===== src/rtl/id_ex_stage_register.sv =====
// ID/EX pipeline register with load-use hazard detection, flush/hold control
// and a saturating count of load-use bubbles.
module id_ex_stage_register #(
    parameter int unsigned N_BITS   = 32,
    parameter int unsigned CNT_BITS = 16
) (
    input  logic                clk,
    input  logic                reset,
    input  logic                flush_i,
    input  logic                hold_i,
    input  logic                id_valid_i,
    input  logic                id_RegDst_i,
    input  logic                id_BranchEQ_i,
    input  logic                id_BranchNE_i,
    input  logic                id_MemRead_i,
    input  logic                id_MemtoReg_i,
    input  logic                id_MemWrite_i,
    input  logic                id_ALUSrc_i,
    input  logic                id_RegWrite_i,
    input  logic [2:0]          id_ALUOp_i,
    input  logic [N_BITS-1:0]   id_pc4_i,
    input  logic [N_BITS-1:0]   id_rd1_i,
    input  logic [N_BITS-1:0]   id_rd2_i,
    input  logic [N_BITS-1:0]   id_imm_i,
    input  logic [4:0]          id_rs_i,
    input  logic [4:0]          id_rt_i,
    input  logic [4:0]          id_rd_i,
    input  logic [4:0]          id_shamt_i,
    input  logic [5:0]          id_funct_i,
    output logic                ex_valid_o,
    output logic                ex_RegDst_o,
    output logic                ex_BranchEQ_o,
    output logic                ex_BranchNE_o,
    output logic                ex_MemRead_o,
    output logic                ex_MemtoReg_o,
    output logic                ex_MemWrite_o,
    output logic                ex_ALUSrc_o,
    output logic                ex_RegWrite_o,
    output logic [2:0]          ex_ALUOp_o,
    output logic [N_BITS-1:0]   ex_pc4_o,
    output logic [N_BITS-1:0]   ex_rd1_o,
    output logic [N_BITS-1:0]   ex_rd2_o,
    output logic [N_BITS-1:0]   ex_imm_o,
    output logic [4:0]          ex_rs_o,
    output logic [4:0]          ex_rt_o,
    output logic [4:0]          ex_rd_o,
    output logic [4:0]          ex_shamt_o,
    output logic [5:0]          ex_funct_o,
    output logic                load_use_stall_o,
    output logic [CNT_BITS-1:0] bubble_count_o
);

    typedef struct packed {
        logic              valid;
        logic              regDst;
        logic              branchEq;
        logic              branchNe;
        logic              memRead;
        logic              memtoReg;
        logic              memWrite;
        logic              aluSrc;
        logic              regWrite;
        logic [2:0]        aluOp;
        logic [N_BITS-1:0] pc4;
        logic [N_BITS-1:0] rd1;
        logic [N_BITS-1:0] rd2;
        logic [N_BITS-1:0] imm;
        logic [4:0]        rs;
        logic [4:0]        rt;
        logic [4:0]        rd;
        logic [4:0]        shamt;
        logic [5:0]        funct;
    } stage_t;

    stage_t              idStage;
    stage_t              exStage;
    logic                hazard;
    logic [CNT_BITS-1:0] bubbleCount;

    // All per-instruction fields travel as one record so a bubble is a single '0 load.
    assign idStage = {id_valid_i, id_RegDst_i, id_BranchEQ_i, id_BranchNE_i, id_MemRead_i,
                      id_MemtoReg_i, id_MemWrite_i, id_ALUSrc_i, id_RegWrite_i, id_ALUOp_i,
                      id_pc4_i, id_rd1_i, id_rd2_i, id_imm_i, id_rs_i, id_rt_i, id_rd_i,
                      id_shamt_i, id_funct_i};

    always_comb begin
        hazard = exStage.valid && exStage.memRead && (exStage.rt != 5'd0) && id_valid_i &&
                 ((exStage.rt == id_rs_i) || (exStage.rt == id_rt_i));
    end

    assign load_use_stall_o = hazard & ~flush_i;

    always_ff @(posedge clk or posedge reset) begin
        if (reset) begin
            exStage     <= '0;
            bubbleCount <= '0;
        end else if (flush_i) begin
            exStage <= '0;
        end else if (!hold_i) begin
            if (hazard) begin
                exStage <= '0;
                if (bubbleCount != '1) begin
                    bubbleCount <= bubbleCount + CNT_BITS'(1);
                end
            end else begin
                exStage <= idStage;
            end
        end
    end

    assign ex_valid_o     = exStage.valid;
    assign ex_RegDst_o    = exStage.regDst;
    assign ex_BranchEQ_o  = exStage.branchEq;
    assign ex_BranchNE_o  = exStage.branchNe;
    assign ex_MemRead_o   = exStage.memRead;
    assign ex_MemtoReg_o  = exStage.memtoReg;
    assign ex_MemWrite_o  = exStage.memWrite;
    assign ex_ALUSrc_o    = exStage.aluSrc;
    assign ex_RegWrite_o  = exStage.regWrite;
    assign ex_ALUOp_o     = exStage.aluOp;
    assign ex_pc4_o       = exStage.pc4;
    assign ex_rd1_o       = exStage.rd1;
    assign ex_rd2_o       = exStage.rd2;
    assign ex_imm_o       = exStage.imm;
    assign ex_rs_o        = exStage.rs;
    assign ex_rt_o        = exStage.rt;
    assign ex_rd_o        = exStage.rd;
    assign ex_shamt_o     = exStage.shamt;
    assign ex_funct_o     = exStage.funct;
    assign bubble_count_o = bubbleCount;

endmodule


===== config.mk =====
export PLATFORM = sky130hd
export DESIGN_NAME = id_ex_stage_register
export DESIGN_NICKNAME = d
export VERILOG_FILES = /design/src/rtl/id_ex_stage_register.sv
export SDC_FILE = /design/constraint.sdc
export NUM_CORES = 1
export LEC_CHECK = 0
export CAP_MARGIN = 10
export CORE_ASPECT_RATIO = 1.1
export CORE_MARGIN = 2
export CORE_UTILIZATION = 47
export CTS_CLUSTER_DIAMETER = 100
export DETAILED_ROUTE_END_ITERATION = 7
export PLACE_DENSITY = 0.91
export SETUP_SLACK_MARGIN = 0.4
export SYNTH_ARGS = -nofsm -noshare
export SYNTH_HDL_FRONTEND = slang
export SYNTH_SLANG_ARGS = --single-unit

===== constraint.sdc =====
create_clock -name clk -period 13.1 [get_ports clk]
set_clock_uncertainty 0.1 [all_clocks]
set_input_delay 1.965 -clock clk [delete_from_list [all_inputs] [get_ports clk]]
set_output_delay 1.965 -clock clk [all_outputs]
set_load 0.01 [all_outputs]

==> qor.csv <==
metric,value,unit
Clock Sink Count,182,
via count,7963,
Pwr per Cell Area,107,nW/um^2
fin crit share,46.6,%
boundary pin count,353,
Clock Pin Slew Worst Setup and Hold Paths,70,ps
Setup crit end kind,primary output,
FF-to-FF Start,ex_rt_o[2],
syn_area_per_cell,9.98,sq um
Max Clk Rate,164,MHz
CP startpoint kind,input pin,
drt total wl,27500,um
Hold Crit Endpoint,ex_funct_o[2],
clock buffers created by TritonCTS,17,
initial antenna violation count,1,
share of layout cells above drive strength 1,7.33,%
Die Span Y,145,um
Post-synth EDFFs,0,
Worst-Skew Late Latency,420,ps
root buffer cell,clkbuf_16,
Arrival @ worst endpoint,4040,ps
"Seq/Total Area, Yosys",53.5,%
min-delay src,ex_funct_o[2],
largest net degree at the start of global routing,116,
Synth Warn #,0,
status,completed,
core area,17700,sq um
initial drt markers,579,
top_reg_cell synth,dfrtp_1,
Die Area,19200,sq um
Core Rows,51,
Vias/cell,5.70,
Area Overhead vs Synth,48.2,%
max-cap violations,0,
final total power,1.35,mW
DRT antenna net count,0,
Worst EP required,11030,ps
worst hold slack,373,ps
die span in x,132,um
RSZ-0062 raised after global routing,false,
area taken by multi-input logic gates,3300,sq um
Residual DRC,0,
Pleak,5.36,nW
final hold violation count,0,
buffer levels on the longest clock path,2,
final setup violation count,0,
worst relative slew slack,31.0,%
crit path time final,6100,ps
Initial Util,48.0,%
number of global-route vias before repair,8030,
DRT Pass-1 Iters,7,
HP Class,flip-flop to flip-flop,
worst slew pin tran,1030,ps
fin. max-slew vios,0,
# Post-CTS Setup Buffers,0,
synthesized area,8510,sq um
GRT overflow,0,
CP cell instances,"clkdlybuf4s50_1, xor2_1, nor3_1, a22oi_2, buf_4, nor3_1, clkdlybuf4s50_1",
Post-synth ARST share,100,%
worst vdd ir,83.9,uV
routed len/inst,19.7,um
Setup TNS Final,0,ps
GPL Wtd Cong,0.880,
Netlist cell types,32,
crit path max-delay cell type,clkdlybuf4s50_1,
flop2flop setup slack,10030,ps
R2R cell count,6,
hold buffers post-CTS,0,
Synth Instances,853,
first-pass GRT wire length,43200,um
CTS H-Tree Depth,4,
Final Net Count,1318,
worst r2r dst,ex_imm_o[17],
kind of cell adding the most delay to the critical path,buffers and inverters,
post-detail-place hpwl,18500,um
CP Buf/Inv Count,3,
gr usage total,28.2,%
Crit Path Category,input pin to primary output,
IO buf count,352,
Worst Path Max Fanout,21,
PostCTS Resize Cnt,0,
TritonCTS clock tree,yes,
post-synthesis register bit count,182,
FILL cells,1247,
Syn Nets,1024,
hold path depth,2,
register area,4550,sq um
crit-path max cell delay,590,ps
[cells by family after synthesis]
group	share of synthesized area (%)
compound gates	24.7
xor+xnor	2.47
simple gates	11.1
mux	0.265
buf+inv	7.87
fa+ha+maj	0.147
flops	53.5
[flip-flops by register name, summed over array words and instances, names as in the netlist]
name	count
ex_ALUOp_o	3
ex_imm_o	32
ex_MemtoReg_o	1
ex_valid_o	1
ex_BranchNE_o	1
ex_shamt_o	5
ex_ALUSrc_o	1
ex_funct_o	6
ex_MemWrite_o	1
ex_MemRead_o	1
bubble_count_o	16
ex_RegWrite_o	1
ex_rs_o	5
ex_pc4_o	32
ex_rd2_o	32
ex_BranchEQ_o	1
ex_rd1_o	32
ex_rt_o	5
ex_RegDst_o	1
ex_rd_o	5
[final cells by class]
| class | count | share of cell area (%) |
|---|---|---|
| flip-flops and latches | 182 | 36.1 |
| repair buffers | 363 | 28.6 |
| multi-input cells | 514 | 26.2 |
| clock buffers | 19 | 3.51 |
| well taps | 238 | 2.36 |
| inverters | 69 | 2.10 |
| clock inverters | 12 | 1.13 |
| diodes | 1 | 0.0198 |
[cell usage in the layout (no fill, tap or decap), types with 2 or more instances in the layout]
master             n
clkinv_2           2
o41ai_2           30
nand4b_1           2
nor4_1             9
nand2b_1           3
clkdlybuf4s50_1  350
nor2_1             5
inv_6              4
and4_1             2
bufinv_16          2
xor2_1            24
inv_1             67
buf_6              2
o211ai_1          99
a21oi_1           99
or4_1              2
o41ai_1           38
nand2_1          170
dfrtp_1          182
buf_4             11
clkinv_4           5
mux2_2             2
nor2_4             2
nand4_1            5
nor3_1             7
nand3_1            4
clkbuf_16         17
[where the power goes]
group          switching [mW]  internal (mW)
clock                   0.228          0.289
combinational           0.106          0.117
sequential             0.0179          0.589
total                   0.352          0.995
[metrics by stage]
| step | utilization (%) | setup slack, ps | instance area (sq um) | std cells |
|---|---|---|---|---|
| 2_1_floorplan | - | 6090 | 8510 | 853 |
| 3_3_place_gp | 67.8 | 7010 | 12000 | 1366 |
| 3_5_place_dp | 67.8 | 7030 | 12000 | 1366 |
| 4_1_cts | 71.1 | 7010 | 12600 | 1397 |
| 5_1_grt | 71.1 | 6930 | 12600 | 1398 |
| 6_report | 71.1 | 7000 | 12600 | 1398 |
[how the worst max path moves through the flow]
stage	start	endpoint	slack [ps]	depth (start not counted)
detailed placement	id_rs_i[2]	load_use_stall_o	7030	7
finish	id_rs_i[2]	load_use_stall_o	7000	7
global placement	id_rs_i[2]	load_use_stall_o	7010	7
global route	id_rs_i[2]	load_use_stall_o	6930	7
CTS	id_rs_i[2]	load_use_stall_o	7010	7
floorplan	reset	bubble_count_o[0]	6090	1
[worst min-delay path, stage by stage (launching register included)]
cell and delay [ps]:
dfrtp_1 340, nand2_1 50, o41ai_1 50
[synth_stat cells, types with 5 or more instances]
cell      instances  area [sq um]
a21oi_1          99           495
buf_2            16          80.1
buf_6             8          90.1
clkbuf_1         64           240
dfrtp_1         182          4550
inv_1            69           259
nand2_1         170           638
nand4_1           5          31.3
nor2_1            7          26.3
nor3_1            7          35.0
nor4_1            9          56.3
o211ai_1         99           743
o41ai_1          38           333
o41ai_2          30           488
xor2_1           24           210
[layer usage]
| metal | vias up | track usage (%) | share of wire (%) |
|---|---|---|---|
| met5 | - | 0 | 0 |
| met4 | 0 | 13.5 | 4.1 |
| met3 | 65 | 9.96 | 9.2 |
| met2 | 364 | 45.4 | 49 |
| met1 | 3922 | 33.9 | 38 |
| li1 | 3612 | - | - |
(Power assumes the default switching activity.)
